===== config.mk =====
export PLATFORM = sky130hd
export DESIGN_NAME = ctrl_fsm_flat
export DESIGN_NICKNAME = d
export VERILOG_FILES = /design/src/rtl/ctrl_pkg.sv /design/src/rtl/ctrl_fsm_if.sv /design/src/rtl/ctrl_regfile.sv /design/src/rtl/ctrl_fsm.sv /design/src/flat_wrapper.sv
export SDC_FILE = /design/constraint.sdc
export NUM_CORES = 1
export LEC_CHECK = 0
export BUFFER_PORTS_ARGS = -buffer_cell sky130_fd_sc_hd__buf_2
export CORE_ASPECT_RATIO = 0.75
export CORE_MARGIN = 3
export CORE_UTILIZATION = 55
export DETAILED_ROUTE_END_ITERATION = 10
export PLACE_DENSITY = 0.75
export SYNTH_ARGS = -nofsm -noshare
export SYNTH_HDL_FRONTEND = slang
export SYNTH_SLANG_ARGS = --single-unit

===== constraint.sdc =====
create_clock -name clock -period 2.3 [get_ports clock]
set_input_delay 0.23 -clock clock [delete_from_list [all_inputs] [get_ports clock]]
set_output_delay 0.23 -clock clock [all_outputs]
set_load 0.01 [all_outputs]

===== src/rtl/ctrl_pkg.sv =====
// ctrl_pkg: opcodes, FSM state encoding and ALU op shared by the controller
package ctrl_pkg;
  localparam logic [3:0] OP_NOP  = 4'h0;
  localparam logic [3:0] OP_B    = 4'h4;
  localparam logic [3:0] OP_BZ   = 4'h5;
  localparam logic [3:0] OP_MOV  = 4'h8;
  localparam logic [3:0] OP_MOVA = 4'h9;
  localparam logic [3:0] OP_LD   = 4'hA;
  localparam logic [3:0] OP_ST   = 4'hB;
  localparam logic [3:0] OP_SET  = 4'hC;
  localparam logic [3:0] OP_HALT = 4'hF;
  localparam logic [2:0] ALU_OP_ADD = 3'b000;
  typedef enum logic [2:0] {S_FETCH, S_EXEC, S_MEM, S_NEXT, S_HALT} state_t;
endpackage


===== src/rtl/ctrl_fsm_if.sv =====
// ctrl_fsm_if: request/ready memory handshake between controller and unified memory
interface ctrl_fsm_if #(parameter int DATA_W = 8, parameter int ADDR_W = 8);
  logic [ADDR_W-1:0] mem_addr;
  logic [DATA_W-1:0] mem_rdata;
  logic [DATA_W-1:0] mem_wdata;
  logic mem_req;
  logic mem_we;
  logic mem_ready;
  modport master (output mem_addr, mem_wdata, mem_req, mem_we, input mem_rdata, mem_ready);
  modport slave (input mem_addr, mem_wdata, mem_req, mem_we, output mem_rdata, mem_ready);
endinterface


===== src/rtl/ctrl_regfile.sv =====
// ctrl_regfile: NUM_REGS x DATA_W registers, sync write, combinational read, sync clear
module ctrl_regfile #(
  parameter int DATA_W = 8,
  parameter int NUM_REGS = 8
) (
  input  logic clk,
  input  logic rst,
  input  logic i_we,
  input  logic [$clog2(NUM_REGS)-1:0] i_idx,
  input  logic [DATA_W-1:0] i_wdata,
  output logic [DATA_W-1:0] o_rdata
);
  logic [DATA_W-1:0] r_regs [NUM_REGS];
  always_ff @(posedge clk)
    if (rst) r_regs <= '{default: '0};
    else if (i_we) r_regs[i_idx] <= i_wdata;
  assign o_rdata = r_regs[i_idx];
endmodule


===== src/rtl/ctrl_fsm.sv =====
// ctrl_fsm: multi-cycle fetch/exec/mem/next controller; every PC update goes through the address ALU
module ctrl_fsm
  import ctrl_pkg::*;
#(
  parameter int DATA_W = 8,
  parameter int ADDR_W = 8,
  parameter int NUM_REGS = 8,
  parameter logic [ADDR_W-1:0] RESET_PC = '0
) (
  input  logic clock,
  input  logic reset,
  ctrl_fsm_if.master mem,
  output logic [ADDR_W-1:0] inst_address,
  output logic [ADDR_W-1:0] inst_offset,
  input  logic [ADDR_W-1:0] new_inst_address,
  output logic [2:0] inst_op_select,
  output logic halted,
  output logic retire
);
  localparam int OPND_W = DATA_W - 4;
  localparam int IDX_W = $clog2(NUM_REGS);
  state_t r_state, w_next;
  logic [ADDR_W-1:0] r_pc;
  logic [DATA_W-1:0] r_acc, r_instr, w_reg;
  logic [3:0] w_op;
  logic [OPND_W-1:0] w_opnd;
  logic r_taken, w_xfer;
  assign w_op = r_instr[DATA_W-1 -: 4];
  assign w_opnd = r_instr[OPND_W-1:0];
  assign w_xfer = mem.mem_req && mem.mem_ready;
  ctrl_regfile #(.DATA_W(DATA_W), .NUM_REGS(NUM_REGS)) u_regfile (
    .clk(clock),
    .rst(reset),
    .i_we(r_state == S_EXEC && w_op == OP_MOV),
    .i_idx(w_opnd[IDX_W-1:0]),
    .i_wdata(r_acc),
    .o_rdata(w_reg)
  );
  always_comb begin
    w_next = r_state;
    case (r_state)
      S_FETCH: w_next = w_xfer ? S_EXEC : S_FETCH;
      S_EXEC:  w_next = (w_op == OP_LD || w_op == OP_ST) ? S_MEM : w_op == OP_HALT ? S_HALT : S_NEXT;
      S_MEM:   w_next = w_xfer ? S_NEXT : S_MEM;
      S_NEXT:  w_next = S_FETCH;
      default: w_next = r_state;
    endcase
  end
  // reset gates the request so no transfer is ever offered while reset is held
  assign mem.mem_req = !reset && (r_state == S_FETCH || r_state == S_MEM);
  assign mem.mem_we = r_state == S_MEM && w_op == OP_ST;
  assign mem.mem_addr = r_state == S_MEM ? ADDR_W'(w_reg) : r_pc;
  assign mem.mem_wdata = r_acc;
  assign inst_address = r_pc;
  assign inst_offset = (r_state == S_NEXT && r_taken) ? ADDR_W'($signed(w_opnd)) : ADDR_W'(1);
  assign inst_op_select = ALU_OP_ADD;
  assign halted = r_state == S_HALT;
  assign retire = r_state == S_NEXT;
  always_ff @(posedge clock)
    if (reset) begin
      r_state <= S_FETCH;
      r_pc <= RESET_PC;
      r_acc <= '0;
      r_instr <= {OP_NOP, {OPND_W{1'b0}}};
      r_taken <= 1'b0;
    end else begin
      r_state <= w_next;
      if (r_state == S_FETCH && w_xfer) r_instr <= mem.mem_rdata;
      if (r_state == S_EXEC) begin
        r_taken <= w_op == OP_B || (w_op == OP_BZ && r_acc == '0);
        if (w_op == OP_MOVA) r_acc <= w_reg;
        if (w_op == OP_SET) r_acc <= {r_acc[DATA_W-1 -: 4], w_opnd};
      end
      if (r_state == S_MEM && w_xfer && w_op == OP_LD) r_acc <= mem.mem_rdata;
      if (r_state == S_NEXT) r_pc <= new_inst_address;
    end
endmodule


===== src/flat_wrapper.sv =====
// flat-port wrapper written by rule: the top's interface ports become plain ports
module ctrl_fsm_flat import ctrl_pkg::*;
#(
  parameter int DATA_W = 8,
  parameter int ADDR_W = 8,
  parameter int NUM_REGS = 8,
  parameter logic [ADDR_W-1:0] RESET_PC = '0
)
  (clock, reset, inst_address, inst_offset, new_inst_address, inst_op_select, halted, retire, mem_mem_addr, mem_mem_wdata, mem_mem_req, mem_mem_we, mem_mem_rdata, mem_mem_ready);
  ctrl_fsm_if #(.DATA_W(DATA_W), .ADDR_W(ADDR_W)) mem_i ();
  input  logic clock;
  input  logic reset;
  output logic [ADDR_W-1:0] inst_address;
  output logic [ADDR_W-1:0] inst_offset;
  input  logic [ADDR_W-1:0] new_inst_address;
  output logic [2:0] inst_op_select;
  output logic halted;
  output logic retire;
  output wire logic [$bits(mem_i.mem_addr)-1:0] mem_mem_addr;
  output wire logic [$bits(mem_i.mem_wdata)-1:0] mem_mem_wdata;
  output wire logic [$bits(mem_i.mem_req)-1:0] mem_mem_req;
  output wire logic [$bits(mem_i.mem_we)-1:0] mem_mem_we;
  input wire logic [$bits(mem_i.mem_rdata)-1:0] mem_mem_rdata;
  input wire logic [$bits(mem_i.mem_ready)-1:0] mem_mem_ready;
  assign mem_mem_addr = mem_i.mem_addr;
  assign mem_mem_wdata = mem_i.mem_wdata;
  assign mem_mem_req = mem_i.mem_req;
  assign mem_mem_we = mem_i.mem_we;
  assign mem_i.mem_rdata = mem_mem_rdata;
  assign mem_i.mem_ready = mem_mem_ready;
  ctrl_fsm #(.DATA_W(DATA_W), .ADDR_W(ADDR_W), .NUM_REGS(NUM_REGS), .RESET_PC(RESET_PC)) u_core (.clock(clock), .reset(reset), .mem(mem_i), .inst_address(inst_address), .inst_offset(inst_offset), .new_inst_address(new_inst_address), .inst_op_select(inst_op_select), .halted(halted), .retire(retire));
endmodule

==> results of run 1 <==
worst max-delay path by stage:
stage                                               from                                   end  depth (start not counted)
final                     u_core.r_instr[0]$_SDFFE_PP0P_                       mem_mem_addr[4]                          5
after global placement    u_core.r_instr[1]$_SDFFE_PP0P_                       mem_mem_addr[5]                          6
after detailed placement  u_core.r_state[2]$_SDFFE_PP0P_  u_core.mem.mem_wdata[7]$_SDFFE_PP0P_                          5
after global routing      u_core.r_instr[0]$_SDFFE_PP0P_                       mem_mem_addr[4]                          5
after floorplan           u_core.r_instr[0]$_SDFFE_PP0P_                       mem_mem_addr[4]                          5
after CTS                 u_core.r_instr[0]$_SDFFE_PP0P_                       mem_mem_addr[4]                          5
cell usage in the layout, fill, tap and decap left out, types with 5 or more instances in the layout:
master | netlist | routed
nand3_1 | 25 | 25
a211oi_1 | 5 | 5
nand2_1 | 60 | 60
a221oi_1 | 8 | 6
o21ai_0 | 12 | 12
dfxtp_1 | 92 | 88
buf_4 | 7 | 27
clkbuf_8 | 0 | 12
buf_2 | 6 | 53
nor3_1 | 8 | 8
a21oi_1 | 50 | 50
mux2i_1 | 49 | 48
mux4_2 | 10 | 10
nor3b_1 | 6 | 5
nor2_1 | 66 | 66
state kept, by name, summed over array words and instances, names as in the netlist:
signal	flops
u_core.u_regfile.r_regs	64
u_core.inst_address	8
u_core.r_instr	8
u_core.r_taken	1
u_core.r_state	3
u_core.mem.mem_wdata	8
kinds of logic (layout without fill, tap and decap cells):
| logic type | count (synthesis) | after routing |
|---|---|---|
| AOI/OAI and AO/OA | 88 | 88 |
| buffers and inverters | 55 | 107 |
| DFF | 92 | 92 |
| muxes | 63 | 63 |
| other | 1 | 3 |
| and+or+nand+nor | 196 | 196 |
layer usage:
metal,routed length (um),GRT usage (%),vias up
met4,275,11.5,0
met3,1240,6.92,23
li1,-,-,1819
met5,0,0,-
met2,5310,38.9,207
met1,5280,38.2,1867
worst register-to-register path, cell delays in order (launching register included):
cell and delay, ps:
dfxtp_1 410, or4b_4 660, or3_4 420, a21oi_4 270
nor2_1 90, a311oi_1 270
through the flow:
stage / util, % / worst slack [ps] / power [W]
final: 68.1 / 27.1 / 0.00304
after global routing: 68.1 / -26.2 / 0.00315
after CTS: 67.1 / 25.3 / 0.00304
after detailed placement: 63.3 / 141 / 0.00190
after global placement: 63.3 / 262 / 0.00189
after floorplan: - / 181 / 0.00181
layout make-up:
cell class	instances	share of cell area, %
multi-input cells	350	44.6
flip-flops and latches	92	36.3
repair buffers	88	12.1
clock buffers	13	3.31
well taps	101	2.48
clock inverters	3	0.858
inverters	3	0.294
power groups by stage:
stage / sequential (W) / combinational [W] / clock (W)
final: 0.00163 / 0.000263 / 0.00115
after global routing: 0.00163 / 0.000279 / 0.00124
after CTS: 0.00163 / 0.000248 / 0.00116
after detailed placement: 0.00166 / 0.000234 / 0
after global placement: 0.00166 / 0.000230 / 0
after floorplan: 0.00165 / 0.000157 / 0
timing repair:
item | in CTS | in global routing
hold buffers | 0 | 0
cloned | 1 | 1
pin swaps | 0 | 1
resized for setup | 5 | 12
endpoints found under the hold margin | 0 | 0
setup buffers | 3 | 1
endpoints found under the setup margin | 7 | 19
==> results.cfg, run 1 <==
[run_status]
outcome = finished, final reports clean

[logic_synthesis]
synth_warnings = 0
yosys.area_share.simple_pct = 21.7
netlist.area_leader.share_pct = 42.5
synthTopCellsByArea = dfxtp_1 (42%), mux2i_1 (11%), a21oi_1 (5.8%), nor2_1 (5.7%), mux4_2 (5.2%)
synth_top_family_by_area = simple AND/OR/NAND/NOR gates
syn_area_sq_um = 4340
yosys-top-cells-count = dfxtp_1 (92), nor2_1 (66), nand2_1 (60), a21oi_1 (50), mux2i_1 (49)
ys_ff_latch = 92
synth_xor_xnor_area_share_pct = 0
yosysMostFrequentCell = dfxtp_1
synth_flop_cell = dfxtp_1
synth_cell_types = 44
avgSynthCellArea_sq_um = 8.76
synth-compound-area-share_pct = 12.3
netlist_instances = 495
synth_adder_area_share_pct = 0
synthMuxAreaShare_pct = 17.5
synth_edf_count = 0
synth_top_area_cell = dfxtp_1
seq_area_frac_synth_pct = 42.5
synthArstFlopShare_pct = 0

[floorplan]
rows = 27
fp.coreArea_sq_um = 7500
initial_core_util_pct = 57.8
dieArea_sq_um = 9000
die_w_um = 109
io_pins = 58
die_h_um = 82.9

[hold_path]
hold_class = in2reg
holdCritStartpoint = new_inst_address[4]
min_to = u_core.inst_address[4]$_SDFFE_PP0N_
holdPathStages = 3

[global_routing]
antenna_found_initial = 0
grt_util_all_layers_pct = 27.0
grt_max_degree = 94
gr-total-overflow = 0
grt_pass1_wl_um = 18900
grt_pass1_vias = 3591

[setup_path]
critical_path.cell_chain = buf_12, mux4_2, mux2_4, mux2_4, buf_6
crit_buf_inv = 2
path_class = reg2out
rrSetupSlack_ps = 90
critPathArrivalTime_ps = 2040
crit_family = multiplexers
crit_path_end_kind = output pin
cp_slowest_cell = mux4_2
cp-start-kind = flip-flop
reg2reg_to = u_core.mem.mem_wdata[7]$_SDFFE_PP0P_
cp_max_fo = 6
cpPeakStageDelay_ps = 490
rr_worst_depth = 5
required_ps = 2070
cp_common_cell = mux2_4
r2r_start = u_core.r_state[2]$_SDFFE_PP0P_

[layout]
finish.instance_area_sq_um = 5100
multi_input_area_sq_um = 2280
drive_gt1_share_pct = 25.0
nFillCells = 603
layoutNonFillerInstCount = 650
area_growth_pct = 17.7
seqCellArea_sq_um = 1850
nets = 563
diodes = 0

[power]
p_sw_w = 0.000742
seq_power_share_pct = 53.5
ir_drop_v = 0.000470
leakagePower_nw = 1.91
cellPowerDensity_nw_per_um2 = 596
combPwrFrac_pct = 8.6
clkPwrFrac_pct = 37.9
internal_power_w = 0.00230
switching_share_pct = 24.4

[sta]
fin_worst_skew_ps = 13.7
hold_slack_ps = 87.0
tightest_slew_ps = 969
min_period_ps = 2270
timing.final.crit_share_pct = 98.8
maxSlewViolCount = 0
rsz0062_at_grt = yes
hold_violations = 0
tns_ps = 0
finalSetupViolCount = 0
timing.fmax_mhz = 440
relSlewSlack_pct = 35.4

[clock_network]
cts_made_buffers = 9
cts_buffer_depth = 2
path_clk_slew_ps = 90
htree_levels = 3
root_buffer = clkbuf_8
cts.sinks = 92
cts_tree = yes
clock_latency_ps = 370

[route]
via_per_inst = 6.02
drt-total-wl_um = 12100
drc = 0
drt-initial-drc-count = 364
vias = 3916
ant_nets = 0
drt-wirelength-per-cell_um = 18.6
first_pass_iters = 5

[placed_design]
dpl_cell_area_sq_um = 4740
dpl.cell_count = 628
dp.final_hpwl_um = 8040
routabilityCongestion = 0.884
portBuffers = 54

[flow_run]
maxCapViolations = 0
No activity file was read; power rests on OpenSTA's default activity.
==> run 2, diff against run 1 <==
CORE_MARGIN = 4   (was 3)
==> results.cfg, run 2 (synthesized netlist as in run 1, its figures left out) <==
[run_status]
outcome = finished, violations left
failed_checks = negative setup slack

[clock_network]
clock_latency_ps = 370
htree_levels = 3
cts.sinks = 92
path_clk_slew_ps = 90
cts_buffer_depth = 2
cts_hold_buffers = 0
root_buffer = clkbuf_8
cts_tree = yes
cts_made_buffers = 9

[layout]
regMostFlops = u_core.u_regfile.r_regs
layoutNonFillerInstCount = 650
final_common_cell = dfxtp_1
largest_reg_flops = 64
diodes = 0
nFillCells = 628
finish.instance_area_sq_um = 5070
area_growth_pct = 16.9
final_cell_mix = dfxtp_1 (89), nor2_1 (66), nand2_1 (60), buf_2 (53), a21oi_1 (50)
nets = 563
drive_gt1_share_pct = 25.0
fin_util_pct = 67.6

[power]
ir_drop_v = 0.000434
cellPowerDensity_nw_per_um2 = 588
leakagePower_nw = 1.90

[setup_path]
cp-start-kind = flip-flop
rrSetupSlack_ps = 180
critPathArrivalTime_ps = 2070
rr_worst_depth = 8
required_ps = 2070
crit_path_end_kind = output pin
r2r_start = u_core.r_state[0]$_SDFFE_PP0P_
path_class = reg2out
cp_max_fo = 4
reg2reg_to = u_core.u_regfile.r_regs[44]$_SDFFE_PP0P_

[sta]
fin_worst_skew_ps = 13.2
min_period_ps = 2300
finalSetupViolCount = 1
timing.final.crit_share_pct = 100
rsz0062_at_grt = yes
layout_setup_ws_ps = -2.98
hold_slack_ps = 84.2
timing.fmax_mhz = 434
relSlewSlack_pct = 37.0
maxSlewViolCount = 0
tightest_slew_ps = 945
hold_violations = 0

[route]
drt-initial-drc-count = 328
drc = 0
drt-total-wl_um = 11600
via_per_inst = 5.83
vias = 3792
ant_nets = 0
drt-wirelength-per-cell_um = 17.8
first_pass_iters = 5

[hold_path]
hold_class = in2reg
holdPathStages = 3
min_to = u_core.inst_address[4]$_SDFFE_PP0N_
holdCritStartpoint = new_inst_address[4]

[placed_design]
dp_slack_ps = 114
portBuffers = 54
dpl_cell_area_sq_um = 4740
dp.final_hpwl_um = 7870
dpl.cell_count = 629
routabilityCongestion = 0.874

[floorplan]
rows = 27
die_w_um = 111
die_h_um = 84.9
fp.coreArea_sq_um = 7500
io_pins = 58
initial_core_util_pct = 57.8
dieArea_sq_um = 9390

[flow_run]
maxCapViolations = 0

[global_routing]
grt_util_all_layers_pct = 25.1
grt_pass1_vias = 3514
grt_pass1_wl_um = 18800
antenna_found_initial = 0
grt_max_degree = 94
gr-total-overflow = 0
==> run 2: critical path: stages (launching register included) <==
cell and delay [ps]:
dfxtp_4 360, buf_12 110, mux4_2 540, mux2_4 300, mux2_4 260, buf_6 120
==> run 2: how the worst max path moves through the flow <==
| stage | slack [ps] | end | from | depth (start not counted) |
|---|---|---|---|---|
| 4_1_cts | -5 | mem_mem_addr[4] | u_core.r_instr[0]$_SDFFE_PP0P_ | 5 |
| 2_1_floorplan | 180 | mem_mem_addr[4] | u_core.r_instr[0]$_SDFFE_PP0P_ | 5 |
| 6_report | -3 | mem_mem_addr[4] | u_core.r_instr[0]$_SDFFE_PP0P_ | 5 |
| 5_1_grt | -40 | mem_mem_addr[4] | u_core.r_instr[0]$_SDFFE_PP0P_ | 5 |
| 3_3_place_gp | 170 | u_core.mem.mem_wdata[1]$_SDFFE_PP0P_ | u_core.r_instr[1]$_SDFFE_PP0P_ | 5 |
| 3_5_place_dp | 110 | u_core.mem.mem_wdata[1]$_SDFFE_PP0P_ | u_core.r_instr[1]$_SDFFE_PP0P_ | 5 |
==> run 2: layer usage <==
metal / vias up / track usage, % / share of wire [%]
li1: 1820 / - / -
met1: 1805 / 35.9 / 46
met2: 149 / 37.3 / 45
met3: 18 / 6.63 / 8.2
met4: 0 / 7.61 / 1.6
met5: - / 0 / 0
==> run 2: where the power goes <==
group / switching [W] / leakage (nW) / internal (W)
logic: 0.000151 / 1.05 / 0.000101
clock network: 0.000572 / 0.106 / 0.000532
registers: 0.0000221 / 0.744 / 0.00160
total: 0.000745 / 1.90 / 0.00224
==> run 2: through the flow <==
stage               TNS (ps)  total power (W)
global route           -49.1          0.00310
CTS                    -4.76          0.00300
detailed placement         0          0.00189
finish                 -2.98          0.00298
global placement           0          0.00189
floorplan                  0          0.00181
==> run 2: final cells by class <==
cell class	count	area, sq um	share of cell area [%]
multi-input combinational	350	2280	44.9
sequential	92	1850	36.5
timing repair buffer	88	606	11.9
clock buffer	10	138	2.71
tap	101	126	2.49
clock inverter	6	62.6	1.23
inverter	3	11.3	0.222
==> run 2: repair_timing <==
| item | in CTS | in global routing |
|---|---|---|
| gates cloned | 1 | 0 |
| buffers inserted | 3 | 1 |
| setup endpoints to repair | 9 | 11 |
| pin swaps | 0 | 1 |
| resized for setup | 10 | 7 |
| endpoints found under the hold margin | 0 | 0 |
==> run 3, diff against run 2 <==
CORE_ASPECT_RATIO = 1.5   (was 0.75)
SLEW_MARGIN = 5   (was unset)
==> results.cfg, run 3 (synthesized netlist as in run 1, its figures left out) <==
[run_status]
outcome = finished, final reports clean

[sta]
timing.final.crit_share_pct = 98.7
fin_worst_skew_ps = 8.73
hold_violations = 0
finalSetupViolCount = 0
layout_setup_ws_ps = 29.0
timing.fmax_mhz = 440
relSlewSlack_pct = 36.0
maxSlewViolCount = 0
tightest_slew_ps = 960
min_period_ps = 2270

[hold_path]
holdCritStartpoint = new_inst_address[5]
min_to = u_core.inst_address[5]$_SDFFE_PP0N_
hold_class = in2reg
holdPathStages = 3

[layout]
area_growth_pct = 19.6
nets = 566
final_cell_mix = dfxtp_1 (89), nor2_1 (66), nand2_1 (60), buf_2 (53), a21oi_1 (50)
final_common_cell = dfxtp_1
regMostFlops = u_core.u_regfile.r_regs
drive_gt1_share_pct = 25.1
multi_input_area_sq_um = 2280
finish.instance_area_sq_um = 5190
nFillCells = 614
diodes = 0
seqCellArea_sq_um = 1850
largest_reg_flops = 64

[global_routing]
gr-total-overflow = 0
grt_max_degree = 94
grt_util_all_layers_pct = 25.7
antenna_found_initial = 0
grt_pass1_wl_um = 18300
grt_pass1_vias = 3668

[floorplan]
initial_core_util_pct = 56.6
die_w_um = 80.5
fp.coreArea_sq_um = 7660
io_pins = 58
dieArea_sq_um = 9400
rows = 39
die_h_um = 117

[setup_path]
crit_buf_inv = 2
cpPeakStageDelay_ps = 490
crit_path_end_kind = output pin
reg2reg_to = u_core.mem.mem_wdata[2]$_SDFFE_PP0P_
cp_max_fo = 5
critical_path.cell_chain = buf_12, mux4_2, mux2_4, mux2_2, buf_6
cp-start-kind = flip-flop
path_class = reg2out
crit_family = multiplexers
cp_slowest_cell = mux4_2
r2r_start = u_core.r_state[2]$_SDFFE_PP0P_
critPathArrivalTime_ps = 2040
required_ps = 2070
rrSetupSlack_ps = 70
rr_worst_depth = 6

[clock_network]
htree_levels = 3
cts_hold_buffers = 0
path_clk_slew_ps = 60
cts.sinks = 92
cts_buffer_depth = 2
cts_made_buffers = 9
clock_latency_ps = 350
cts_tree = yes
root_buffer = clkbuf_16

[placed_design]
routabilityCongestion = 0.877
dp_slack_ps = 178
dp.final_hpwl_um = 7790
portBuffers = 54
dpl_cell_area_sq_um = 4760

[route]
drc = 0
ant_nets = 0
first_pass_iters = 5
via_per_inst = 5.88
drt-wirelength-per-cell_um = 17.6
drt-total-wl_um = 11500
vias = 3836
drt-initial-drc-count = 386

[power]
cellPowerDensity_nw_per_um2 = 646
ir_drop_v = 0.000578
leakagePower_nw = 1.96
p_total_w = 0.00335

[flow_run]
maxCapViolations = 0
run 3: layout make-up:
cell class              count  area share [%]
multi-input cells         350            43.9
flip-flops and latches     92            35.7
repair buffers             91            12.1
clock buffers              12            4.95
well taps                 102            2.46
clock inverters             2           0.676
inverters                   3           0.217
run 3: worst max-delay path by stage:
stage                                   startpoint                                   end  slack (ps)  depth (start not counted)
global route        u_core.r_instr[0]$_SDFFE_PP0P_                       mem_mem_addr[3]         -30                          6
CTS                 u_core.r_instr[0]$_SDFFE_PP0P_                       mem_mem_addr[4]           8                          5
floorplan           u_core.r_instr[0]$_SDFFE_PP0P_                       mem_mem_addr[4]         180                          5
detailed placement  u_core.r_state[2]$_SDFFE_PP0P_  u_core.mem.mem_wdata[7]$_SDFFE_PP0P_         180                          5
finish              u_core.r_instr[0]$_SDFFE_PP0P_                       mem_mem_addr[4]          30                          5
global placement    u_core.r_state[2]$_SDFFE_PP0P_  u_core.mem.mem_wdata[6]$_SDFFE_PP0P_         240                          5
run 3: power breakdown:
part	switching [W]	internal, W	leakage [nW]
registers	0.0000219	0.00161	0.744
logic	0.000149	0.000106	1.07
clock network	0.000576	0.000887	0.145
run 3: worst min-delay path: stages:
cell     delay (ps)
buf_2            90
nand2_1          40
a21oi_1          50
run 3: per-stage QoR:
| stage | util, % | setup TNS [ps] | hold slack [ps] | instances |
|---|---|---|---|---|
| after floorplan | - | 0 | 366 | 497 |
| after global placement | 62.2 | 0 | 440 | 633 |
| after detailed placement | 62.2 | 0 | 446 | 633 |
| after CTS | 67.2 | 0 | 116 | 651 |
| after global routing | 67.7 | -28.0 | 134 | 652 |
| final | 67.7 | 0 | 122 | 652 |
run 3: per-layer routing:
metal  up-vias  global-route usage [%]  part of all wire (%)  routed length, um
met4         0                    14.8                   4.4                505
met2       141                    43.4                    50               5730
met3        36                    5.36                   6.2                709
met5         -                       0                     0                  0
met1      1837                    30.1                    40               4550
li1       1822                       -                     -                  -
run 3: repair_timing:
action	CTS	global route
setup endpoints to repair	5	5
resized for setup	5	8
pin swaps	0	1
setup buffers	2	1
gates cloned	2	0
